==> config.mk <==
export PLATFORM = sky130hd
export DESIGN_NAME = ultrasonic_trigger_gen_flat
export DESIGN_NICKNAME = d
export VERILOG_FILES = /design/src/rtl/hcsr04_pkg.sv /design/src/rtl/ultrasonic_trigger_gen_if.sv /design/src/rtl/echo_sync.sv /design/src/rtl/ultrasonic_trigger_gen.sv /design/src/flat_wrapper.sv
export SDC_FILE = /design/constraint.sdc
export NUM_CORES = 1
export LEC_CHECK = 0
export BUFFER_PORTS_ARGS = -buffer_cell sky130_fd_sc_hd__buf_2
export CORE_AREA = 8 8 64 66
export CTS_BUF_LIST = sky130_fd_sc_hd__clkbuf_8
export CTS_CLUSTER_SIZE = 8
export DETAILED_ROUTE_END_ITERATION = 12
export DIE_AREA = 0 0 72 74
export PLACE_DENSITY = 0.74
export SLEW_MARGIN = 20
export SYNTH_ARGS = -nofsm -noshare
export SYNTH_HDL_FRONTEND = slang
export SYNTH_SLANG_ARGS = --single-unit
==> constraint.sdc <==
create_clock -name clk -period 6.5 [get_ports clk]
set_input_delay 0.975 -clock clk [delete_from_list [all_inputs] [get_ports clk]]
set_output_delay 0.975 -clock clk [all_outputs]
set_load 0.01 [all_outputs]
==> src/rtl/hcsr04_pkg.sv <==
// hcsr04_pkg: shared HC-SR04 state encoding, default timing and time-to-cycle conversions.
package hcsr04_pkg;
  localparam int unsigned DEF_CLK_FREQ_HZ = 50_000_000;
  localparam int unsigned DEF_TRIG_US = 10;
  localparam int unsigned DEF_CYCLE_MS = 60;
  localparam int unsigned DEF_ECHO_TIMEOUT_US = 38_000;
  localparam int unsigned ECHO_US_PER_CM = 58;
  typedef enum logic [2:0] {IDLE, TRIG, WAIT_RISE, WAIT_FALL, HOLDOFF} hcsr04State_t;
  function automatic int unsigned usToCyc(input longint unsigned clkHz, input longint unsigned us);
    return 32'(clkHz / 64'd1_000_000 * us);
  endfunction
  function automatic int unsigned msToCyc(input longint unsigned clkHz, input longint unsigned ms);
    return 32'(clkHz / 64'd1_000 * ms);
  endfunction
endpackage

==> src/rtl/ultrasonic_trigger_gen_if.sv <==
// ultrasonic_trigger_gen_if: sensor pins plus measurement status between trigger generator and its user.
interface ultrasonic_trigger_gen_if;
  logic enable;
  logic echo;
  logic trig;
  logic busy;
  logic echo_active;
  logic cycle_done;
  logic timeout;
  modport master (
    input enable, echo,
    output trig, busy, echo_active, cycle_done, timeout
  );
  modport slave (
    output enable, echo,
    input trig, busy, echo_active, cycle_done, timeout
  );
endinterface

==> src/rtl/echo_sync.sv <==
// echo_sync: two-flop synchronizer for the echo pin followed by rise/fall pulse detection.
module echo_sync (
  input  logic clk,
  input  logic rst,
  input  logic echoPin,
  output logic rise,
  output logic fall
);
  logic s1, s2, prev;
  always_ff @(posedge clk) begin
    if (rst) begin
      s1 <= 1'b0;
      s2 <= 1'b0;
      prev <= 1'b0;
    end else begin
      s1 <= echoPin;
      s2 <= s1;
      prev <= s2;
    end
  end
  assign rise = s2 & ~prev;
  assign fall = ~s2 & prev;
endmodule

==> src/rtl/ultrasonic_trigger_gen.sv <==
// ultrasonic_trigger_gen: HC-SR04 trigger pulse generator and echo handshake tracker.
// Define ECHO_TIMEOUT_EN to abandon a measurement whose echo never completes.
module ultrasonic_trigger_gen
  import hcsr04_pkg::*;
#(
  parameter int unsigned CLK_FREQ_HZ = DEF_CLK_FREQ_HZ,
  parameter int unsigned TRIG_US = DEF_TRIG_US,
  parameter int unsigned CYCLE_MS = DEF_CYCLE_MS,
  parameter int unsigned ECHO_TIMEOUT_US = DEF_ECHO_TIMEOUT_US
) (
  input logic clk,
  input logic rst,
  ultrasonic_trigger_gen_if.master bus
);
  localparam int unsigned TRIG_CYC = usToCyc(CLK_FREQ_HZ, TRIG_US);
  localparam int unsigned CYCLE_CYC = msToCyc(CLK_FREQ_HZ, CYCLE_MS);
  localparam int unsigned ECHO_TO_CYC = usToCyc(CLK_FREQ_HZ, ECHO_TIMEOUT_US);
  localparam int CW = $clog2(CYCLE_CYC) + 1;
  localparam logic [CW-1:0] CYC_LAST = CW'(CYCLE_CYC - 1);
  localparam logic [CW-1:0] TRIG_LAST = CW'(TRIG_CYC - 1);
  if (TRIG_CYC == 0 || CYCLE_CYC <= TRIG_CYC + ECHO_TO_CYC + 4) begin : gBadTiming
    $error("cycle period must exceed trigger width plus echo timeout plus 4 cycles");
  end
  hcsr04State_t state;
  logic [CW-1:0] cycCnt;
  logic echoRise, echoFall, toExpired;
  echo_sync uSync (
    .clk(clk),
    .rst(rst),
    .echoPin(bus.echo),
    .rise(echoRise),
    .fall(echoFall)
  );
  // cycCnt measures from the trigger rise, so HOLDOFF alone fixes the trigger period
  always_ff @(posedge clk) begin
    if (rst) begin
      state <= IDLE;
      cycCnt <= '0;
      bus.trig <= 1'b0;
      bus.busy <= 1'b0;
      bus.echo_active <= 1'b0;
      bus.cycle_done <= 1'b0;
    end else begin
      bus.cycle_done <= 1'b0;
      if (state != IDLE && cycCnt != CYC_LAST) cycCnt <= cycCnt + 1'b1;
      case (state)
        IDLE: if (bus.enable) begin
          state <= TRIG;
          cycCnt <= '0;
          bus.trig <= 1'b1;
          bus.busy <= 1'b1;
        end
        TRIG: if (cycCnt == TRIG_LAST) begin
          state <= WAIT_RISE;
          bus.trig <= 1'b0;
        end
        WAIT_RISE: if (echoRise) begin
          state <= WAIT_FALL;
          bus.echo_active <= 1'b1;
        end else if (toExpired) state <= HOLDOFF;
        WAIT_FALL: if (echoFall || toExpired) begin
          state <= HOLDOFF;
          bus.echo_active <= 1'b0;
          bus.cycle_done <= echoFall;
        end
        HOLDOFF: if (cycCnt == CYC_LAST) begin
          state <= bus.enable ? TRIG : IDLE;
          cycCnt <= '0;
          bus.trig <= bus.enable;
          bus.busy <= bus.enable;
        end
        default: state <= IDLE;
      endcase
    end
  end
`ifdef ECHO_TIMEOUT_EN
  localparam int TW = $clog2(ECHO_TO_CYC) + 1;
  localparam logic [TW-1:0] TO_LAST = TW'(ECHO_TO_CYC - 1);
  logic [TW-1:0] toCnt;
  logic waiting;
  assign waiting = state == WAIT_RISE || state == WAIT_FALL;
  assign toExpired = toCnt == TO_LAST;
  // an awaited edge arriving on the expiry cycle takes priority over the timeout
  always_ff @(posedge clk) begin
    if (rst) begin
      toCnt <= '0;
      bus.timeout <= 1'b0;
    end else begin
      bus.timeout <= toExpired && (state == WAIT_RISE ? !echoRise : state == WAIT_FALL && !echoFall);
      if (state == TRIG) toCnt <= '0;
      else if (waiting && !toExpired) toCnt <= toCnt + 1'b1;
    end
  end
`else
  assign toExpired = 1'b0;
  assign bus.timeout = 1'b0;
`endif
endmodule

==> src/flat_wrapper.sv <==
// flat-port wrapper written by rule: the top's interface ports become plain ports
module ultrasonic_trigger_gen_flat import hcsr04_pkg::*;
#(
  parameter int unsigned CLK_FREQ_HZ = DEF_CLK_FREQ_HZ,
  parameter int unsigned TRIG_US = DEF_TRIG_US,
  parameter int unsigned CYCLE_MS = DEF_CYCLE_MS,
  parameter int unsigned ECHO_TIMEOUT_US = DEF_ECHO_TIMEOUT_US
)
  (clk, rst, bus_enable, bus_echo, bus_trig, bus_busy, bus_echo_active, bus_cycle_done, bus_timeout);
  ultrasonic_trigger_gen_if bus_i ();
  input logic clk;
  input logic rst;
  input wire logic [$bits(bus_i.enable)-1:0] bus_enable;
  input wire logic [$bits(bus_i.echo)-1:0] bus_echo;
  output wire logic [$bits(bus_i.trig)-1:0] bus_trig;
  output wire logic [$bits(bus_i.busy)-1:0] bus_busy;
  output wire logic [$bits(bus_i.echo_active)-1:0] bus_echo_active;
  output wire logic [$bits(bus_i.cycle_done)-1:0] bus_cycle_done;
  output wire logic [$bits(bus_i.timeout)-1:0] bus_timeout;
  assign bus_i.enable = bus_enable;
  assign bus_i.echo = bus_echo;
  assign bus_trig = bus_i.trig;
  assign bus_busy = bus_i.busy;
  assign bus_echo_active = bus_i.echo_active;
  assign bus_cycle_done = bus_i.cycle_done;
  assign bus_timeout = bus_i.timeout;
  ultrasonic_trigger_gen #(.CLK_FREQ_HZ(CLK_FREQ_HZ), .TRIG_US(TRIG_US), .CYCLE_MS(CYCLE_MS), .ECHO_TIMEOUT_US(ECHO_TIMEOUT_US)) u_core (.clk(clk), .rst(rst), .bus(bus_i));
endmodule
After elaboration in Yosys (flattened, before gate mapping)
Cells that the tools add are included.

cells by class
  mux-type cells = 20
  add/sub/neg operators = 1
  reduce and logical (&&, ||, !) cells = 11
  bitwise operators = 5
  eq/ne operators = 12

operator list
  operator                                                  count
  two-way mux 23 bit                                        3
  case mux 23 bit (2 select lines)                          1
  adder 23 x 1 -> 23 bit (second input constant)            1
  == test 23 x 22 -> 1 bit (second input constant)          1
  == test 23 x 9 -> 1 bit (second input constant)           1
  inequality test 23 x 22 -> 1 bit (second input constant)  1
  two-way mux 3 bit                                         5
  case mux 3 bit (5 select lines)                           1
  inequality test 2 x 1 -> 1 bit (second input constant)    4
  two-way mux 1 bit                                         7
  == test 3 x 2 -> 1 bit (second input constant)            2
  AND reduction 3 bit                                       2
  nonzero test 3 bit                                        2
  AND reduction 5 bit                                       1
  case mux 1 bit (2 select lines)                           2
  AND reduction 4 bit                                       1
  nonzero test 2 bit                                        2
  == test 3 x 1 -> 1 bit (second input constant)            1
  == test 3 bit (second input constant)                     1
  zero test 3 bit                                           1
  inverter 1 bit                                            3
  case mux 1 bit (3 select lines)                           1
  AND 1 bit                                                 2
  inequality test 2 bit (second input constant)             1
  other kinds (2)                                           2

word-level totals
  word-level logic and storage cells = 58
  register bits after elaboration = 33

Longest topological paths before layout
Gate-level depths: netlist of run 1.

  word-level depth = 5
  mapped depth = 7

Cells and area by module
A second synthesis of run 1 with hierarchy kept.

second synthesis, totals
  cell total of the unflattened synthesis = 191
  area, all modules = 1641.6 um^2

modules (own cells, without submodules)
  module                  instances  seq. area each (um^2)  area an instance (um^2)  cells each
  ultrasonic_trigger_gen  1          600.6                  1550.2                   183
  echo_sync               1          60.1                   91.3                     8

Worst setup path before layout of run 1
OpenSTA, ideal clock, no wires.

  path type = register to register
  start = register u_core.cycCnt[11]
  end = register u_core.cycCnt[15]
  setup time = 0.125 ns
  data required time = 6.375 ns
  arrival = 2.031 ns
  cell stages (with the launch flop) = 7
  slack = 4.343 ns
  period minus slack after synthesis = 2.157 ns
  path through = dfxtp_1 or4_1 or2_1 or4_4 o31ai_4 buf_4 a21oi_1

between the ends
  longest elaborated chain between the ends = 5
  elaborated cells on any way between the ends = 8
  those cells by class = add/sub (1); eq/ne (2); mux (4); reduce/logical (1)

RTL lines
  what                                                            RTL line                      source
  from (decl)                                                     ultrasonic_trigger_gen.sv:25  logic [CW-1:0] cycCnt;
  from (signal assigned)                                          ultrasonic_trigger_gen.sv:45  if (state != IDLE && cycCnt != CYC_LAST) cycCnt <= cycCnt + 1'b1;
  branches (longest 4 deep; another with adder 23 x 1 -> 23 bit)  --
  case mux 23 bit (2 select lines) *                              ultrasonic_trigger_gen.sv:46  case (state)

Every way passes the cells marked *.
A chain may end at the register's enable or synchronous reset.

Worst setup path in the final report of run 1
  start = register u_core.cycCnt[15]
  end = register u_core.cycCnt[9]

between the ends
  longest elaborated chain between the ends = 5
  elaborated cells on any way between the ends = 7
  those cells by class = eq/ne (2); mux (4); reduce/logical (1)

RTL lines
  what                                   RTL line
  inequality test 23 x 22 -> 1 bit       ultrasonic_trigger_gen.sv:45
  logical AND 1 bit                      ultrasonic_trigger_gen.sv:45
  two-way mux 23 bit                     ultrasonic_trigger_gen.sv:45
  two-way mux 23 bit (on tied branches)  ultrasonic_trigger_gen.sv:66, ultrasonic_trigger_gen.sv:47
  case mux 23 bit (2 select lines) *     ultrasonic_trigger_gen.sv:46

Every way passes the cells marked *; elsewhere a longest branch is shown, timed or not.

==> results.cfg, run 1 <==
[synthesis]
syn_avg_cell_area_um2 = 8.23
synth_warnings = 0
yosysMostFrequentCell = dfxtp_1
yosys.area_share.simple_pct = 33.4
synthMuxAreaShare_pct = 0.582
synthArstFlopShare_pct = 0
yosysTopAreaCellShare_pct = 38.4
synth_seq_area_share_pct = 38.4
syn_nets = 214
ys_top_cells_by_count = 33 x dfxtp_1, 22 x a21oi_1, 18 x nor2_1
synth_area_leader_cell = dfxtp_1
synthFlopType = dfxtp_1
ys_ff_latch = 33
synth_compound_area_share_pct = 18.3
synth_area_leaders = dfxtp_1 38%, a21oi_1 6.4%, or4_1 5.2%
synth_cell_types = 44
synth_top_family_by_area = simple AND/OR/NAND/NOR gates
synthXorXnorAreaFrac_pct = 3.56
synth-adder-area-share_pct = 0.727
syn_inst = 209
mappedNetlistArea_um2 = 1720
synth_edf_count = 0

[cts]
cts_hold_buf = 0
clkTransAtPathRegs_ps = 70
cts_root_buf = clkbuf_8
htreeDepth = 2
cts_setup_buffers = 0
cts_buffers = 5
cts_tree = done
cts_resized = 0
clock-sinks = 33
clk_latency_ps = 290
clockBufferDepth = 2

[power_and_ir_drop]
p_int_w = 0.000285
power_density_nw_per_um2 = 205
p_seq_share_pct = 55.8
p_clk_share_pct = 39.2
peakVddDrop_mv = 0.142
p_sw_w = 0.0000890
p_leak_nw = 0.581
swShare_pct = 23.8
finalPower_w = 0.000374
combPwrFrac_pct = 5.0

[floorplan]
die_y_um = 74
coreArea_um2 = 3180
start_util_pct = 54.1
io_pins = 9
rows = 21
die-area_um2 = 5330
fp.dieW_um = 72

[critical_path]
cp_slowest_stage_delay_ps = 730
endpoint = u_core.cycCnt[9]
r2r_end = u_core.cycCnt[9]
critPathKind = reg -> reg
crit_cells = 5
crit_fanout = 22
crit_start = u_core.cycCnt[15]
ff2ff_setup_slack_ps = 3810
crit_family = simple AND/OR/NAND/NOR gates
path_buf_inv = 0
rr_worst_depth = 5
crit_required_ps = 6640
start_kind = register
critPathSlowestCell = o31ai_4
arrival_ps = 2830
path_cells = nand3_1 > or4_1 > or4_4 > o31ai_4 > nor2_1
end_kind = register
r2r_start = u_core.cycCnt[15]

[global_route]
antenna_found_initial = 0
grt_usage_pct = 14.7
grt_max_degree = 23
grt_pass1_wl_um = 6220
grt_pass1_vias = 1385
overflow = 0

[route]
antenna_left = 0
wl_per_cell_um = 14.3
route.vias.total = 1546
dr.pass1.iters = 4
routed_wl_um = 3670
drtIter0Drc = 113
remaining_drc_errors = 0
avgViaCountPerCell = 6.02

[job]
max-cap-violations = 0

[sta]
fin_skew_ps = 7.10
fmax_mhz = 371
tns_ps = 0
period_minus_slack_ps = 2690
hold_viol = 0
rsz0062_at_grt = false
finalCritPeriodShare_pct = 41.5
slew_viol_final = 0
tightest_slew_ps = 892
report.final.setup_viol = 0
max_slew_margin_pct = 40.5
hold_ws_ps = 438

[hold_path]
min_path_type = reg -> reg
min_from = u_core.uSync.s1

[final_layout]
nNetsFinal = 215
n_fill_cell = 289
multiInputGateArea_um2 = 976
drive_gt1_share_pct = 9.48
syn2layout_area_growth_pct = 5.96
seq_area_um2 = 661
antenna_cells = 0

[outcome]
status = finished, final reports clean

[place]
numPortBuffers = 7
place_hpwl_um = 2590
place_congestion = 0.868
[worst reg2reg max path: stages, from the launching register on]
cell and delay (ps):
dfxtp_1 440, nand3_1 160, or4_1 520, or4_4 570
o31ai_4 730, nor2_1 130
[metrics by stage]
step / worst slack (ps) / util, % / instance area (µm²) / cells
final: 3810 / 57.3 / 1820 / 257
after global routing: 3620 / 57.3 / 1820 / 257
after CTS: 3790 / 57.3 / 1820 / 257
after detailed placement: 3810 / 54.7 / 1740 / 249
after global placement: 3890 / 54.7 / 1740 / 249
after floorplan: 4340 / - / 1720 / 209
[state kept, by name, summed over array words and instances, names as in the netlist]
name / flops
u_core.cycCnt: 23
u_core.state: 3
u_core.bus.busy: 1
u_core.bus.cycle_done: 1
u_core.bus.echo_active: 1
u_core.bus.trig: 1
u_core.uSync.prev: 1
u_core.uSync.s1: 1
u_core.uSync.s2: 1
[power groups by stage]
| stage | clock network (W) | logic, W | registers, W |
|---|---|---|---|
| CTS | 0.000150 | 0.0000189 | 0.000209 |
| global route | 0.000156 | 0.0000213 | 0.000209 |
| floorplan | 0 | 0.0000155 | 0.000212 |
| finish | 0.000147 | 0.0000187 | 0.000209 |
| global placement | 0 | 0.0000183 | 0.000213 |
| detailed placement | 0 | 0.0000189 | 0.000213 |
[final cells by class]
class	instances	share of cell area [%]
repair buffers	7	1.92
well taps	46	3.16
flip-flops and latches	33	36.2
clock buffers	5	3.77
multi-input cells	160	53.5
clock inverters	3	0.755
inverters	3	0.618
[placed cells by master, fill, tap and decap left out, types with 2 or more instances in the layout]
| cell type | synthesis | layout |
|---|---|---|
| and2_1 | 2 | 2 |
| nand2_1 | 9 | 9 |
| a21oi_1 | 22 | 22 |
| or2_2 | 3 | 3 |
| or4_1 | 12 | 12 |
| and3_1 | 2 | 2 |
| nor2_1 | 18 | 18 |
| dfxtp_1 | 33 | 33 |
| o211ai_1 | 2 | 2 |
| or2_1 | 2 | 2 |
| nand3_1 | 10 | 10 |
| inv_1 | 3 | 4 |
| nor3_1 | 4 | 4 |
| clkbuf_8 | 0 | 5 |
| clkinv_2 | 0 | 2 |
| or3_1 | 8 | 8 |
| o21ai_0 | 9 | 9 |
| nor2b_1 | 7 | 7 |
| o31ai_1 | 8 | 8 |
| nor4_1 | 3 | 3 |
| nand2b_1 | 5 | 5 |
| buf_2 | 4 | 7 |
| nand4_1 | 6 | 6 |
| nor3b_1 | 3 | 3 |
| xor2_1 | 6 | 6 |
| o21ai_1 | 3 | 3 |
[worst min-delay path by stage]
stage / endpoint / cells past startpoint
floorplan: u_core.uSync.s2 / 1
global placement: u_core.uSync.s2 / 1
detailed placement: u_core.uSync.s2 / 1
CTS: u_core.uSync.s2 / 1
global route: u_core.uSync.s2 / 1
finish: u_core.uSync.s2 / 1
[cells by family (layout without fill, tap and decap cells)]
| family | Yosys count | in the layout |
|---|---|---|
| simple gates | 100 | 100 |
| xor+xnor | 7 | 7 |
| mux | 1 | 1 |
| other cells | 1 | 1 |
| buf+inv | 16 | 18 |
| flops | 33 | 33 |
| fa+ha+maj | 1 | 1 |
| compound gates | 50 | 50 |
[metal layers]
layer / track usage (%) / routed length (µm) / up-vias
li1: - / - / 766
met1: 16.5 / 1700 / 734
met2: 25.3 / 1720 / 39
met3: 4.45 / 180 / 7
met4: 6.35 / 66 / 0
met5: 0 / 0 / -
Note: power is estimated with default switching activity, not from simulation.
==> run 2: changes to the inputs <==
Clock period 6.5 ns to 2.6 ns, I/O delays scaled along.
==> run 2 against run 1 <==
Power grew to 2.8 times the previous value; worst setup slack worse by 3600 ps; clock skew is 1.6 ps higher; via count is 1.0% higher; hold slack worse by 110 ps; global-route usage is 2.0 points higher; clock power grew to 3.3 times the previous value; cell count is 2.3% higher; combinational power grew to 2.7 times the previous value; register-to-register slack worse by 3600 ps; fmax is 13% higher.
==> results.cfg, run 2 (same netlist as run 1, synthesis figures left out) <==
[cts]
cts_root_buf = clkbuf_8
clk_latency_ps = 290
cts_tree = done
clkTransAtPathRegs_ps = 60
clockBufferDepth = 2
clock-sinks = 33
cts_hold_buf = 0
htreeDepth = 2
cts_setup_buffers = 0
cts_buffers = 5
cts_resized = 0

[global_route]
antenna_found_initial = 0
overflow = 0
grt_pass1_vias = 1595
grt_max_degree = 23
grt_usage_pct = 16.7
grt_pass1_wl_um = 7000

[sta]
hold_viol = 0
fin_skew_ps = 8.66
period_minus_slack_ps = 2390
worst_slack_ps = 206
rsz0062_at_grt = false
hold_ws_ps = 323
report.final.setup_viol = 0
slew_viol_final = 0
finalCritPeriodShare_pct = 92.1
fmax_mhz = 418
tns_ps = 0

[critical_path]
crit_required_ps = 2760
rr_worst_depth = 6
start_kind = register
critPathKind = reg -> reg
crit_fanout = 22
arrival_ps = 2550
ff2ff_setup_slack_ps = 210
r2r_end = u_core.cycCnt[15]
end_kind = register
r2r_start = u_core.cycCnt[15]

[final_layout]
final_cell_mix = 33 x dfxtp_1, 22 x a21oi_1, 18 x nor2_1
syn2layout_area_growth_pct = 10.5
seq_area_um2 = 661
n_fill_cell = 275
multiInputGateArea_um2 = 976
utilization_pct = 59.8
largest_reg_flops = 23
drive_gt1_share_pct = 12.0
nNetsFinal = 221
largest_registers = u_core.cycCnt (23), u_core.state (3)
antenna_cells = 0
final_common_cell = dfxtp_1
largest_register = u_core.cycCnt

[place]
numPortBuffers = 7
preCtsSetupSlack_ps = 263
place_congestion = 0.831
place_hpwl_um = 2800

[hold_path]
min_path_type = in -> reg
min_delay_path_depth = 2
min_from = bus_echo
min_to = u_core.uSync.s1

[route]
dr.pass1.iters = 6
routed_wl_um = 3890
avgViaCountPerCell = 5.94
remaining_drc_errors = 0
antenna_left = 0
route.vias.total = 1562
drtIter0Drc = 110
wl_per_cell_um = 14.8

[floorplan]
start_util_pct = 54.1
die-area_um2 = 5330
io_pins = 9
coreArea_um2 = 3180
die_y_um = 74
rows = 21
fp.dieW_um = 72

[power_and_ir_drop]
peakVddDrop_mv = 0.404
p_leak_nw = 0.620
power_density_nw_per_um2 = 559

[outcome]
status = finished, final reports clean

[job]
max-cap-violations = 0
==> run 2: cell count changes in the layout (fill, tap and decap cells not counted), sizes merged <==
cell    previous run  this run
clkinv             2         0
buf                7        13
clkbuf             5         6
bufinv             0         1
==> run 2: worst max path at each step <==
stage          slack, ps  cells after the start                 to               from
6_report             210                      6  u_core.cycCnt[15]  u_core.cycCnt[15]
5_1_grt              100                      5  u_core.cycCnt[22]   u_core.cycCnt[4]
4_1_cts              220                      6  u_core.cycCnt[15]  u_core.cycCnt[15]
3_5_place_dp         260                      6  u_core.cycCnt[15]  u_core.cycCnt[11]
3_3_place_gp         310                      6   u_core.cycCnt[2]  u_core.cycCnt[11]
2_1_floorplan        440                      6  u_core.cycCnt[19]  u_core.cycCnt[11]
==> run 2: metal layers <==
metal  part of all wire (%)  GRT usage (%)  vias to the layer above
li1                       -              -                      782
met1                     43           18.0                      722
met2                     50           29.1                       50
met3                    6.0           4.99                        8
met4                    1.9           8.39                        0
met5                      0              0                        -
==> run 2: per-stage QoR <==
stage / std cells / power (W) / area [µm²]
6_report: 263 / 0.00106 / 1900
5_1_grt: 263 / 0.00110 / 1900
4_1_cts: 263 / 0.00107 / 1900
3_5_place_dp: 255 / 0.000583 / 1790
3_3_place_gp: 255 / 0.000581 / 1790
2_1_floorplan: 209 / 0.000570 / 1720
==> run 2: area by class of cell <==
type	instances	area share, %
multi-input cells	160	51.3
clock inverters	2	1.78
repair buffers	13	4.21
inverters	3	0.592
well taps	46	3.03
flip-flops and latches	33	34.7
clock buffers	6	4.34
==> run 2: critical path, cell delays in order (launching register included) <==
cell,delay (ps)
dfxtp_1,430
nand3_1,170
or4_1,530
or4_4,570
o31ai_4,180
buf_4,280
a21oi_1,90
==> run 2: power breakdown <==
group	total (W)	internal, W	switching (W)	leakage, nW
Sequential	0.000522	0.000514	0.00000813	0.267
Clock	0.000491	0.000308	0.000183	0.0626
Combinational	0.0000499	0.0000206	0.0000294	0.290
==> run 3: changes to the inputs <==
Settings changed: BUFFER_PORTS_ARGS -buffer_cell sky130_fd_sc_hd__buf_2 to not set, DONT_BUFFER_PORTS set to 1, PLACE_DENSITY 0.74 to 0.71.
==> run 3 against run 2 <==
Sequential power about the same; clock-buffer cell count unchanged; cell count decreased by 3.0%; hold slack got worse by 160 ps; sequential share of layout area increased by 0.99 points; combinational power decreased by 12%; design area decreased by 2.8%; critical endpoint is now u_core.bus.trig.
==> results.cfg, run 3 (same netlist as run 1, synthesis figures left out) <==
[floorplan]
die_y_um = 74
die-area_um2 = 5330
rows = 21
coreArea_um2 = 3180
start_util_pct = 54.1
fp.dieW_um = 72
io_pins = 9

[global_route]
grt_pass1_vias = 1459
overflow = 0
grt_pass1_wl_um = 6710
antenna_found_initial = 0
grt_max_degree = 23
grt_usage_pct = 16.1

[final_layout]
antenna_cells = 0
final_cell_mix = 33 x dfxtp_1, 22 x a21oi_1, 18 x nor2_1
final_common_cell = dfxtp_1
utilization_pct = 58.2
nNetsFinal = 214
largest_register = u_core.cycCnt
largest_registers = u_core.cycCnt (23), u_core.state (3)
fin_cells = 255
largest_reg_flops = 23
n_fill_cell = 311
syn2layout_area_growth_pct = 7.49
drive_gt1_share_pct = 8.61

[critical_path]
ff2ff_setup_slack_ps = 290
rr_worst_depth = 5
arrival_ps = 2520
crit_family = simple AND/OR/NAND/NOR gates
path_buf_inv = 0
start_kind = register
critPathKind = reg -> reg
crit_cells = 5
cpMostUsedCell = or4_1
endpoint = u_core.bus.trig
cp_slowest_stage_delay_ps = 560
path_cells = or4_1 > or4_1 > or2_1 > a211o_1 > o21ai_1
r2r_start = u_core.cycCnt[11]
crit_fanout = 7
end_kind = register
r2r_end = u_core.bus.trig
critPathSlowestCell = or4_1
crit_start = u_core.cycCnt[11]
crit_required_ps = 2820

[route]
wl_per_cell_um = 15.0
routed_wl_um = 3820
remaining_drc_errors = 0
avgViaCountPerCell = 6.04
dr.pass1.iters = 4
route.vias.total = 1540
antenna_left = 0
drtIter0Drc = 96

[cts]
clockBufferDepth = 2
cts_buffers = 5
htreeDepth = 2
cts_setup_buffers = 0
clk_latency_ps = 280
cts_root_buf = clkbuf_8
cts_resized = 0
clock-sinks = 33
cts_hold_buf = 0
cts_tree = done
clkTransAtPathRegs_ps = 60

[sta]
max_slew_margin_pct = 63.4
period_minus_slack_ps = 2310
slew_viol_final = 0
tightest_slew_ps = 544
hold_ws_ps = 167
fin_skew_ps = 5.76
report.final.setup_viol = 0
rsz0062_at_grt = false
hold_viol = 0
tns_ps = 0
fmax_mhz = 433
finalCritPeriodShare_pct = 88.8

[power_and_ir_drop]
peakVddDrop_mv = 0.358
p_leak_nw = 0.579
finalPower_w = 0.000944
power_density_nw_per_um2 = 511

[place]
place_hpwl_um = 2740
place_congestion = 0.856
dp.cells = 248
numPortBuffers = 0

[hold_path]
min_path_type = in -> reg

[outcome]
status = finished, final reports clean

[job]
max-cap-violations = 0
run 3: cell count changes in the layout (fill, tap and decap cells not counted):
cell / before / now
buf_4: 6 / 5
bufinv_16: 1 / 0
buf_12: 0 / 1
buf_2: 7 / 0
run 3: worst min path at each step:
stage,startpoint,to,slack [ps],cells after the start
floorplan,u_core.uSync.s1,u_core.uSync.s2,410,1
global placement,u_core.uSync.s1,u_core.uSync.s2,430,1
CTS,rst,u_core.state[2],160,1
detailed placement,u_core.uSync.s1,u_core.uSync.s2,440,1
finish,rst,u_core.cycCnt[0],170,1
global route,rst,u_core.cycCnt[0],160,1
run 3: worst register-to-register path, stage by stage (launching register included):
cell and delay [ps]:
dfxtp_1 340, or4_1 540, or4_1 560, or2_1 370, a211o_1 350, o21ai_1 90
run 3: stage by stage:
| stage | instance area [µm²] | setup slack (ps) |
|---|---|---|
| final | 1850 | 292 |
| after global routing | 1850 | 161 |
| after CTS | 1850 | 298 |
| after detailed placement | 1760 | 331 |
| after global placement | 1760 | 352 |
| after floorplan | 1720 | 443 |
run 3: per-layer routing:
layer  up-vias  global-route usage (%)  part of all wire (%)
met2        37                    27.4                    50
met3         8                    5.12                   5.3
met4         0                    7.48                   2.0
met5         -                       0                     0
met1       731                    17.9                    43
li1        764                       -                     -
run 3: area by class of cell:
cell class,instances,area [µm²],share of cell area (%)
Clock buffer,6,82.6,4.47
Clock inverter,1,3.75,0.203
Inverter,3,11.3,0.609
Timing Repair Buffer,6,57.6,3.11
Tap cell,46,57.6,3.11
Sequential cell,33,661,35.7
Multi-Input combinational cell,160,976,52.8
run 3: where the power goes:
part	switching (W)	internal, W
registers	0.0000107	0.000514
clock network	0.000170	0.000206
logic	0.0000238	0.0000200
total	0.000204	0.000740
